File: src/rtl/riscv_dmem_arbiter.sv
// Two-master (CPU/DBG) arbiter for the shared data-memory port, with starvation guard and read-owner tagging.
// Optional address range checking is enabled by defining DMEM_ARB_RANGE_CHECK_EN.
module riscv_dmem_arbiter #(
    parameter logic [31:0] DATA_START_ADDRESS = 32'h00800000,
    parameter int unsigned DATA_BRAMS         = 2,
    parameter int unsigned MAX_WAIT           = 4
) (
    input  logic        clk,
    input  logic        rst,
    input  logic        cpu_req,
    input  logic        cpu_we,
    input  logic [31:0] cpu_addr,
    input  logic [31:0] cpu_wdata,
    output logic        cpu_gnt,
    output logic        cpu_rvalid,
    input  logic        dbg_req,
    input  logic        dbg_we,
    input  logic [31:0] dbg_addr,
    input  logic [31:0] dbg_wdata,
    output logic        dbg_gnt,
    output logic        dbg_rvalid,
    output logic [31:0] dmem_addr,
    output logic        dmem_read,
    output logic        dmem_write,
    output logic [31:0] dmem_wdata,
    input  logic [31:0] dmem_rdata,
    output logic [31:0] rdata
`ifdef DMEM_ARB_RANGE_CHECK_EN
    ,
    output logic        range_err,
    output logic [15:0] err_count
`endif
);

    localparam int unsigned DATA_ADDR_BITS = 11 + DATA_BRAMS;
    localparam int unsigned WW             = $clog2(MAX_WAIT + 1);
    localparam logic [WW-1:0] WAIT_LAST    = WW'(MAX_WAIT - 1);
    localparam logic [WW-1:0] WAIT_MAX     = WW'(MAX_WAIT);

    if (MAX_WAIT < 1 || DATA_START_ADDRESS[DATA_ADDR_BITS-1:0] != '0) begin : g_cfg_check
        $error("riscv_dmem_arbiter: MAX_WAIT must be >= 1 and DATA_START_ADDRESS aligned to the data memory size");
    end

    typedef enum logic {S_CPU, S_DBG} state_e;

    state_e          state_q, state_d;
    logic [WW-1:0]   wait_cnt_q, wait_cnt_d;
    logic            cpu_rd_q, cpu_rd_d;
    logic            dbg_rd_q, dbg_rd_d;
    logic            acc_we;
    logic            issue;
    logic            strobe_en;

`ifdef DMEM_ARB_RANGE_CHECK_EN
    logic            addr_ok;
    logic            rd_err_q, rd_err_d;
    logic [15:0]     err_count_q, err_count_d;
`endif

    // Grants are combinational and forced low while reset is asserted.
    always_comb begin
        cpu_gnt = 1'b0;
        dbg_gnt = 1'b0;
        if (rst) begin
            if (state_q == S_DBG) begin
                dbg_gnt = dbg_req;
                cpu_gnt = cpu_req & ~dbg_req;
            end else begin
                cpu_gnt = cpu_req;
                dbg_gnt = dbg_req & ~cpu_req;
            end
        end
    end

    always_comb begin
        dmem_addr  = dbg_gnt ? dbg_addr  : cpu_addr;
        dmem_wdata = dbg_gnt ? dbg_wdata : cpu_wdata;
        acc_we     = dbg_gnt ? dbg_we    : cpu_we;
        issue      = cpu_gnt | dbg_gnt;
`ifdef DMEM_ARB_RANGE_CHECK_EN
        addr_ok    = (dmem_addr[31:DATA_ADDR_BITS] == DATA_START_ADDRESS[31:DATA_ADDR_BITS]);
        range_err  = issue & ~addr_ok;
        strobe_en  = issue & addr_ok;
`else
        strobe_en  = issue;
`endif
        dmem_read  = strobe_en & ~acc_we;
        dmem_write = strobe_en & acc_we;
    end

    always_comb begin
        state_d    = state_q;
        wait_cnt_d = '0;
        if (dbg_req && !dbg_gnt) begin
            wait_cnt_d = (wait_cnt_q == WAIT_MAX) ? WAIT_MAX : wait_cnt_q + 1'b1;
        end
        case (state_q)
            S_CPU: if (dbg_req && !dbg_gnt && wait_cnt_q == WAIT_LAST) state_d = S_DBG;
            S_DBG: if (dbg_gnt || !dbg_req) state_d = S_CPU;
            default: state_d = S_CPU;
        endcase
        cpu_rd_d = cpu_gnt & ~cpu_we;
        dbg_rd_d = dbg_gnt & ~dbg_we;
`ifdef DMEM_ARB_RANGE_CHECK_EN
        rd_err_d    = range_err & ~acc_we;
        err_count_d = err_count_q;
        if (range_err && err_count_q != '1) err_count_d = err_count_q + 16'd1;
`endif
    end

    always_ff @(posedge clk or negedge rst) begin
        if (!rst) begin
            state_q     <= S_CPU;
            wait_cnt_q  <= '0;
            cpu_rd_q    <= 1'b0;
            dbg_rd_q    <= 1'b0;
`ifdef DMEM_ARB_RANGE_CHECK_EN
            rd_err_q    <= 1'b0;
            err_count_q <= '0;
`endif
        end else begin
            state_q     <= state_d;
            wait_cnt_q  <= wait_cnt_d;
            cpu_rd_q    <= cpu_rd_d;
            dbg_rd_q    <= dbg_rd_d;
`ifdef DMEM_ARB_RANGE_CHECK_EN
            rd_err_q    <= rd_err_d;
            err_count_q <= err_count_d;
`endif
        end
    end

    assign cpu_rvalid = cpu_rd_q;
    assign dbg_rvalid = dbg_rd_q;

`ifdef DMEM_ARB_RANGE_CHECK_EN
    // An out-of-range read never reached memory, so its return slot carries zero.
    assign rdata     = rd_err_q ? '0 : dmem_rdata;
    assign err_count = err_count_q;
`else
    assign rdata = dmem_rdata;
`endif

endmodule

File: config.mk
export PLATFORM = sky130hd
export DESIGN_NAME = riscv_dmem_arbiter
export DESIGN_NICKNAME = d
export VERILOG_FILES = /design/src/rtl/riscv_dmem_arbiter.sv
export SDC_FILE = /design/constraint.sdc
export NUM_CORES = 1
export LEC_CHECK = 0
export CAP_MARGIN = 5
export CORE_AREA = 2 2 105 107
export DETAILED_ROUTE_END_ITERATION = 10
export DIE_AREA = 0 0 107 109
export PLACE_DENSITY_LB_ADDON = 0.3
export SYNTH_ARGS = -nofsm -noshare
export SYNTH_HDL_FRONTEND = slang
export SYNTH_SLANG_ARGS = --single-unit
File: constraint.sdc
create_clock -name clk -period 2.1 [get_ports clk]
set_input_delay 0.42 -clock clk [delete_from_list [all_inputs] [get_ports clk]]
set_output_delay 0.42 -clock clk [all_outputs]
set_load 0.005 [all_outputs]
==> summary.md, run 1 <==
| Metric | Value |
|---|---|
| Maxcap violations | `0` |
| Register-to-Register Setup Slack | `0.80 ns` |
| Critical path's top delay family | `buffers and inverters` |
| Final setup vio count | `17` |
| CTS tree | `built` |
| Pre-CTS setup slack | `-0.623 ns` |
| IO Pins | `268` |
| # clock sinks | `6` |
| Initial Util | `0.129` |
| Area Overhead vs Synth | `182%` |
| Core Footprint | `10,600 sq um` |
| Power Dens Cells | `271 nW/um^2` |
| Clk slew on worst S/H paths | `0.04 ns` |
| First-pass GRT wire length | `10,100 um` |
| Crit Path Max Fanout | `6` |
| Yosys reg bits | `6` |
| Buf/Inv on CP | `5` |
| Hold Vio Cnt, Final | `0` |
| Fin area | `3850 sq um` |
| Placed cell count | `442` |
| Worst Path Required | `1.68 ns` |
| Slowest cell delay on critical path | `0.40 ns` |
| Die height | `109 um` |
| Min Tclk post-route | `2.18 ns` |
| Antenna cells | `0` |
| # H-tree levels | `1` |
| GPL Wtd Cong | `0.655` |
| Clock root buffer | `clkbuf_8` |
| Vias | `1,795` |
| Clock network latency to the later pin of the worst-skew pair | `0.23 ns` |
| Clock Tree Buf Depth | `2` |
| Mapped Area | `1370 sq um` |
| Slew HR | `0.863` |
| Layout cells sized above 1 | `0.518` |
| Syn Nets | `300` |
| CP Launch Type | `flip-flop` |
| Vias per inst | `3.82` |
| Avg WL per Cell | `15.3 um` |
| Syn_area_per_cell | `10.4 sq um` |
| Slowest stage cell, crit path | `dfrtp_1` |
| Largest net degree at the start of global routing | `11` |
| # rows | `38` |
| Max Slew Vio Count | `0` |
| Port bufs | `203` |
| TritonCTS Buffers | `3` |
| Worst vdd ir | `0.265 mV` |
| GR Overflow Total | `0` |
| Synth Warn # | `0` |
| Fin Setup TNS | `-0.663 ns` |
| Period utilization | `1.04` |
| CP arrival | `1.76 ns` |
| Clock skew | `0.00179 ns` |
| Failing checks | `setup timing` |
| RSZ-0062 raised after global routing | `yes` |
| Setup WS post-layout | `-0.0840 ns` |
| Vias in the first global route | `1,976` |
| CP Cell Sequence | `o211ai_4, buf_6, buf_12, buf_16, buf_12, mux2_4, buf_6` |
| # hold bufs at CTS | `0` |
| Mapped Cells | `131` |
| Total GRT Usage | `0.110` |
| Final ANT Viol Nets | `0` |
| Initial antenna violation count | `1` |
| Worst Tran Pin Value | `0.204 ns` |
| Die area | `11,700 sq um` |
| Power, Total | `1.04 mW` |
| Hold WC Path Type | `in2async` |
| Fmax | `458 MHz` |
| Crit path kind | `reg2out` |
| Residual DRC count | `0` |
| Die span in x | `107 um` |
| Router iterations before antenna repair | `2` |
| Fin nets | `501` |
| Final WL | `7210 um` |
| Initial DRC count | `34` |
| Sequential area share after synthesis | `0.110` |
| Leakage | `1.82 nW` |
| Commonest non-fill, non-tap cells in the layout | `133 x clkdlybuf4s50_1, 46 x buf_6, 38 x mux2_4, 26 x mux2_2, 21 x buf_2` |
| Status | `complete, but fails checks` |
| Critical Path End Type | `primary output` |
| Commonest non-fill, non-tap cell in the layout | `clkdlybuf4s50_1` |
| Finished Layout Cells | `470` |
| Yosys cell types | `16` |
| DPL Wire Length | `4950 um` |
| Post-DP Area | `3310 sq um` |
## layout make-up
| type | count | area, sq um |
|---|---|---|
| repair buffers | 235 | 2460 |
| clock buffers | 3 | 41.3 |
| flip-flops and latches | 6 | 150 |
| inverters | 6 | 22.5 |
| multi-input cells | 80 | 1000 |
| well taps | 140 | 175 |
| fillers | 1064 | 6750 |
## final timing paths
kind                       depth (start not counted)                     from                       to
max in group asynchronous                          2                      rst  wait_cnt_q[1]$_DFF_PN0_
min                                                2                      rst        state_q$_DFF_PN0_
min in group clk                                   3                  cpu_req     cpu_rvalid$_DFF_PN0_
max                                                7        state_q$_DFF_PN0_            dmem_addr[27]
min reg2reg                                        2  wait_cnt_q[0]$_DFF_PN0_  wait_cnt_q[0]$_DFF_PN0_
max reg2reg                                        5        state_q$_DFF_PN0_  wait_cnt_q[0]$_DFF_PN0_
## cells in the mapped netlist (all sizes together)
library cell | instances | area (sq um)
a22o | 1 | 10.0
and3 | 2 | 15.0
and4 | 1 | 10.0
buf | 33 | 255
clkbuf | 6 | 82.6
dfrtp | 6 | 150
ha | 3 | 37.5
inv | 6 | 22.5
mux2 | 64 | 721
nand2 | 3 | 11.3
nand3 | 1 | 5.00
nor2 | 2 | 7.51
o211a | 1 | 10.0
o211ai | 1 | 21.3
o22ai | 1 | 6.26
## flip-flops by register name, indices dropped and copies added, names as in the netlist
name	flops
cpu_rvalid	1
state_q	1
dbg_rvalid	1
wait_cnt_q	3
## routing by layer
layer  up-vias  GRT usage  share of wire
li1        831          -              -
met1       820      0.119           0.36
met2       132      0.204           0.51
met3        10     0.0383           0.12
met4         2     0.0260         0.0072
met5         -          0         0.0022
## cell families (layout without fill, tap and decap cells)
| group | count (synthesis) | count (layout) | synth area share |
|---|---|---|---|
| adders and majority gates | 3 | 3 | 0.0275 |
| AOI/OAI and AO/OA | 4 | 4 | 0.0348 |
| buffers and inverters | 45 | 244 | 0.264 |
| and+or+nand+nor | 9 | 9 | 0.0357 |
| DFF | 6 | 6 | 0.110 |
| muxes | 64 | 64 | 0.528 |
## what timing repair did
item | CTS | global route
gates resized for setup | 325 | 29
hold endpoints to repair | 0 | 0
gates cloned | 8 | 2
pin swaps | 1 | 1
setup buffers | 20 | 1
endpoints found under the setup margin | 68 | 60
## stage by stage
step                hold WS [ns]  utilization
finish                     0.254        0.363
global route               0.275        0.363
CTS                        0.260        0.362
detailed placement         0.615        0.312
global placement           0.591        0.312
floorplan                  0.124            -
## power breakdown
| part | internal (mW) | leakage [nW] | total [mW] | switching [mW] |
|---|---|---|---|---|
| Combinational | 0.538 | 1.72 | 0.731 | 0.192 |
| Clock | 0.124 | 0.0216 | 0.182 | 0.0583 |
| Sequential | 0.125 | 0.0807 | 0.130 | 0.00499 |
## worst reg2reg max path: stages, from the launching register on
cell	delay (ns)
dfrtp_1	0.40
o211ai_4	0.22
buf_6	0.16
buf_12	0.13
buf_4	0.13
and4_2	0.21
Note: power is estimated with default switching activity, not from simulation.
==> run 2, diff against run 1 <==
- MAX_ROUTING_LAYER: not set -> met4
==> run 2 against run 1 <==
Compared with the run above:
- flip-flop and latch count stayed put
- largest cell class unchanged
- largest power group unchanged
- routed wire length is 0.18% lower
- sequential share of layout area hardly changed
- the run still ends with setup timing left
- via count is 0.33% lower
- sequential power hardly changed
==> summary.md, run 2 (synthesized netlist as in run 1, its figures left out) <==
| Metric | Value |
|---|---|
| Status | `complete, but fails checks` |
| Failing checks | `setup timing` |
| Worst Tran Pin Value | `0.205 ns` |
| Total GRT Usage | `0.113` |
| Final ANT Viol Nets | `0` |
| Vias | `1,789` |
| Layout cells sized above 1 | `0.518` |
| Switching fraction of total power | `0.245` |
| CTS tree | `built` |
| Vias per inst | `3.80` |
| Layout fillers | `1,063` |
| Fin nets | `501` |
| Max reg flops | `3` |
| IO Pins | `268` |
| Crit path kind | `reg2out` |
| Residual DRC count | `0` |
| Setup WS post-layout | `-0.0841 ns` |
| Final WL | `7200 um` |
| Power, Total | `1.04 mW` |
| Post-DP Area | `3310 sq um` |
| Comb pwr share | `0.701` |
| Clk slew on worst S/H paths | `0.04 ns` |
| Min Tclk post-route | `2.18 ns` |
| Avg WL per Cell | `15.3 um` |
| Hold WC Path Type | `in2async` |
| Port bufs | `203` |
| Clock network latency to the later pin of the worst-skew pair | `0.23 ns` |
| CP Launch Type | `flip-flop` |
| Router iterations before antenna repair | `2` |
| Vias in the first global route | `1,977` |
| Worst vdd ir | `0.264 mV` |
| # rows | `38` |
| Sequential Area | `150 sq um` |
| Crit Path Max Fanout | `6` |
| Period utilization | `1.04` |
| Initial antenna violation count | `1` |
| Clock network fraction of design power | `0.174` |
| GPL Wtd Cong | `0.661` |
| RSZ-0062 raised after global routing | `yes` |
| Sequential power share | `0.125` |
| Commonest non-fill, non-tap cells in the layout | `133 x clkdlybuf4s50_1, 46 x buf_6, 38 x mux2_4, 26 x mux2_2, 21 x buf_2` |
| CP arrival | `1.76 ns` |
| Leakage | `1.82 nW` |
| Die height | `109 um` |
| First-pass GRT wire length | `10,100 um` |
| Area Overhead vs Synth | `182%` |
| Power Dens Cells | `270 nW/um^2` |
| Biggest register | `wait_cnt_q` |
| Critical Path End Type | `primary output` |
| Placed cell count | `442` |
| Fin area | `3860 sq um` |
| # H-tree levels | `1` |
| Commonest non-fill, non-tap cell in the layout | `clkdlybuf4s50_1` |
| Initial Util | `0.129` |
| Internal power | `0.787 mW` |
| Final setup vio count | `17` |
| TritonCTS Buffers | `3` |
| Worst Path Required | `1.68 ns` |
| Initial DRC count | `25` |
| # clock sinks | `6` |
| Clock Tree Buf Depth | `2` |
| Clock skew | `0.00119 ns` |
| GR Overflow Total | `0` |
| Core Footprint | `10,600 sq um` |
| Max Slew Vio Count | `0` |
| Hold Vio Cnt, Final | `0` |
| Area of the multi-input gates | `1000 sq um` |
| Die area | `11,700 sq um` |
| Largest net degree at the start of global routing | `11` |
| Finished Layout Cells | `471` |
| DPL Wire Length | `4950 um` |
| Switching power | `0.255 mW` |
| Slew HR | `0.862` |
| Pre-CTS setup slack | `-0.623 ns` |
| Die span in x | `107 um` |
| Clock root buffer | `clkbuf_8` |
| Maxcap violations | `0` |
| Fmax | `458 MHz` |
run 2: cell types whose count changed in the layout (fill, tap and decap cells not counted), sizes merged:
cell	delta
diode	+1
run 2: layout make-up:
class / instances / share of cell area
Timing Repair Buffer: 235 / 0.639
Multi-Input combinational cell: 80 / 0.260
Tap cell: 140 / 0.0454
Sequential cell: 6 / 0.0389
Clock buffer: 3 / 0.0107
Inverter: 6 / 0.00584
Antenna cell: 1 / 0.000649
run 2: metrics by stage:
stage	hold WS, ns	utilization	TNS [ns]
4_1_cts	0.260	0.362	-1.76
6_report	0.255	0.364	-0.672
2_1_floorplan	0.124	-	0
3_3_place_gp	0.591	0.312	-40.10
3_5_place_dp	0.615	0.312	-38.94
5_1_grt	0.275	0.364	-2.30
run 2: what timing repair did:
item	CTS	global route
cloned	8	2
setup buffers	20	1
resized for setup	325	29
hold buffers	0	0
pin swaps	1	1
endpoints found under the setup margin	68	60
run 2: routing by layer:
layer	wire (um)	global-route usage	up-vias
met1	2670	0.124	818
met5	0	-	-
met4	53	0.0260	0
met3	793	0.0305	8
met2	3680	0.204	132
li1	-	-	831
run 2: path summary, 6_finish.rpt:
check / startpoint / endpoint / slack (ns) / depth (start not counted)
setup / recovery: state_q$_DFF_PN0_ / dmem_addr[27] / -0.08 / 7
hold / removal: rst / state_q$_DFF_PN0_ / 0.26 / 2
setup reg to reg: state_q$_DFF_PN0_ / wait_cnt_q[0]$_DFF_PN0_ / 0.80 / 5
hold reg to reg: wait_cnt_q[0]$_DFF_PN0_ / wait_cnt_q[0]$_DFF_PN0_ / 0.61 / 2
max in group asynchronous: rst / wait_cnt_q[1]$_DFF_PN0_ / 1.72 / 2
min in group clk: cpu_req / cpu_rvalid$_DFF_PN0_ / 0.48 / 3
run 2: critical path: stages, from the launching register on:
cell and delay, ns:
dfrtp_1 0.40, o211ai_4 0.22, buf_6 0.16, buf_12 0.12, buf_16 0.12, buf_12 0.10
mux2_4 0.30, buf_6 0.11
run 2: power groups by stage:
stage | Clock (mW) | Combinational, mW | Sequential (mW)
floorplan | 0 | 0.220 | 0.131
global placement | 0 | 0.626 | 0.131
detailed placement | 0 | 0.626 | 0.132
CTS | 0.190 | 0.725 | 0.130
global route | 0.186 | 0.781 | 0.131
finish | 0.181 | 0.731 | 0.130
==> run 3, diff against run 2 <==
- TNS_END_PERCENT: not set -> 1
==> run 3 against run 2 <==
Compared with the run above:
- the flow still finishes with violations (setup timing)
- fmax increased by 1.9%
- total power decreased by 4.0%
- sequential share of layout area increased by 0.21 points
- utilization decreased by 1.8 points
- worst hold slack got worse by 0.0012 ns
- register-to-register slack got worse by 0.13 ns
- sequential power about the same
- combinational power decreased by 5.7%
- first-iteration DRC count increased by 52%
- clock skew about the same
- global-route usage decreased by 0.59 points
- design area decreased by 5.0%
==> summary.md, run 3 (synthesized netlist as in run 1, its figures left out) <==
| Metric | Value |
|---|---|
| Crit path kind | `reg2out` |
| Clock Tree Buf Depth | `2` |
| Initial antenna violation count | `1` |
| Clock network latency to the later pin of the worst-skew pair | `0.23 ns` |
| Biggest register | `wait_cnt_q` |
| Fin area | `3660 sq um` |
| Layout fillers | `1,088` |
| Leakage | `1.76 nW` |
| Die area | `11,700 sq um` |
| Residual DRC count | `0` |
| Hold WC Path Type | `in2async` |
| Power Dens Cells | `273 nW/um^2` |
| Total GRT Usage | `0.107` |
| CP Launch Type | `flip-flop` |
| Router iterations before antenna repair | `3` |
| Worst vdd ir | `0.253 mV` |
| Die height | `109 um` |
| CP Cell Sequence | `o211ai_4, buf_6, buf_12, buf_16, mux2_4, buf_6` |
| # clock sinks | `6` |
| Vias in the first global route | `1,844` |
| Vias | `1,757` |
| Setup WS post-layout | `-0.0434 ns` |
| CP arrival | `1.72 ns` |
| # H-tree levels | `1` |
| Clock root buffer | `clkbuf_8` |
| Layout cells sized above 1 | `0.526` |
| GPL Wtd Cong | `0.661` |
| Area Overhead vs Synth | `168%` |
| Avg WL per Cell | `15.4 um` |
| Final ANT Viol Nets | `0` |
| Largest net degree at the start of global routing | `11` |
| CTS tree | `built` |
| Fmax | `467 MHz` |
| # hold bufs at CTS | `0` |
| Min Tclk post-route | `2.14 ns` |
| Max reg flops | `3` |
| Final WL | `7160 um` |
| Vias per inst | `3.79` |
| Crit Path Max Fanout | `8` |
| RSZ-0062 raised after global routing | `yes` |
| Die span in x | `107 um` |
| Core Footprint | `10,600 sq um` |
| Fin Setup TNS | `-0.550 ns` |
| Port bufs | `203` |
| Maxcap violations | `0` |
| Most frequent CP cell | `buf_6` |
| Initial Util | `0.129` |
| TritonCTS Buffers | `3` |
| Commonest non-fill, non-tap cells in the layout | `133 x clkdlybuf4s50_1, 42 x mux2_4, 38 x clkbuf_2, 23 x buf_6, 22 x mux2_2` |
| Buf/Inv on CP | `4` |
| Hold Vio Cnt, Final | `0` |
| GR Overflow Total | `0` |
| Layout Utilization | `0.345` |
| Min Hold Slack | `0.254 ns` |
| DPL Wire Length | `4950 um` |
| Worst Path Required | `1.68 ns` |
| Slowest stage cell, crit path | `dfrtp_1` |
| IO Pins | `268` |
| Max Slew Vio Count | `0` |
| Slew HR | `0.853` |
| Clock skew | `0.00121 ns` |
| Final setup vio count | `24` |
| Clk slew on worst S/H paths | `0.04 ns` |
| Critical path's top delay family | `buffers and inverters` |
| Status | `complete, but fails checks` |
| Post-DP Area | `3310 sq um` |
| Fin nets | `494` |
| Initial DRC count | `38` |
| Period utilization | `1.02` |
| Failing checks | `setup timing` |
| Slowest cell delay on critical path | `0.40 ns` |
| First-pass GRT wire length | `9440 um` |
| Critical Path End Type | `primary output` |
| Worst Tran Pin Value | `0.220 ns` |
| # rows | `38` |
| Commonest non-fill, non-tap cell in the layout | `clkdlybuf4s50_1` |
==> run 3: cell count changes in the layout (fill, tap and decap cells not counted), sizes merged <==
cell	delta
buf	-34
clkbuf	+33
clkdlybuf4s15	-4
dlygate4sd2	-2
==> run 3: cell type report <==
class	instances	area [sq um]	share of cell area
Clock buffer	3	41.3	0.0113
Tap cell	140	175	0.0478
Timing Repair Buffer	228	2250	0.615
Sequential cell	6	150	0.0410
Antenna cell	1	2.50	0.000683
Inverter	6	22.5	0.00615
Multi-Input combinational cell	80	1020	0.278
==> run 3: path summary, 6_finish.rpt <==
| path | startpoint | endpoint | slack (ns) | cells past startpoint |
|---|---|---|---|---|
| worst max register to register | state_q$_DFF_PN0_ | wait_cnt_q[0]$_DFF_PN0_ | 0.67 | 6 |
| min in group clk | cpu_req | cpu_rvalid$_DFF_PN0_ | 0.48 | 3 |
| worst min-delay path | rst | state_q$_DFF_PN0_ | 0.25 | 2 |
| worst max-delay path | state_q$_DFF_PN0_ | dmem_wdata[6] | -0.04 | 6 |
| worst min register to register | wait_cnt_q[0]$_DFF_PN0_ | wait_cnt_q[0]$_DFF_PN0_ | 0.61 | 2 |
| max in group asynchronous | rst | wait_cnt_q[1]$_DFF_PN0_ | 1.72 | 2 |
==> run 3: through the flow <==
step | worst slack (ns) | std cells | power, mW
floorplan | 0.355 | 131 | 0.351
global placement | -0.632 | 442 | 0.757
detailed placement | -0.623 | 442 | 0.758
CTS | -0.123 | 463 | 0.972
global route | -0.106 | 464 | 1.05
finish | -0.0434 | 464 | 1.00
==> run 3: worst reg2reg max path, stage by stage (launching register included) <==
cell      delay, ns
dfrtp_1        0.40
o211ai_4       0.25
buf_6          0.17
buf_12         0.13
buf_6          0.10
buf_4          0.12
and4_2         0.21
==> run 3: timing repair <==
action | 4_1_cts | 5_1_grt
setup endpoints to repair | 68 | 59
gates cloned | 8 | 2
pin swaps | 1 | 2
gates resized for setup | 210 | 105
setup buffers | 10 | 0
==> run 3: layer usage <==
layer,vias to the layer above,global-route usage,part of all wire
met5,-,-,0
met2,132,0.194,0.50
met3,8,0.0293,0.11
met1,799,0.116,0.38
met4,0,0.0260,0.0074
li1,818,-,-
==> run 3: report_power, final <==
group	switching (mW)	internal [mW]	total, mW
logic	0.187	0.502	0.689
registers	0.00501	0.125	0.130
clock network	0.0572	0.124	0.181
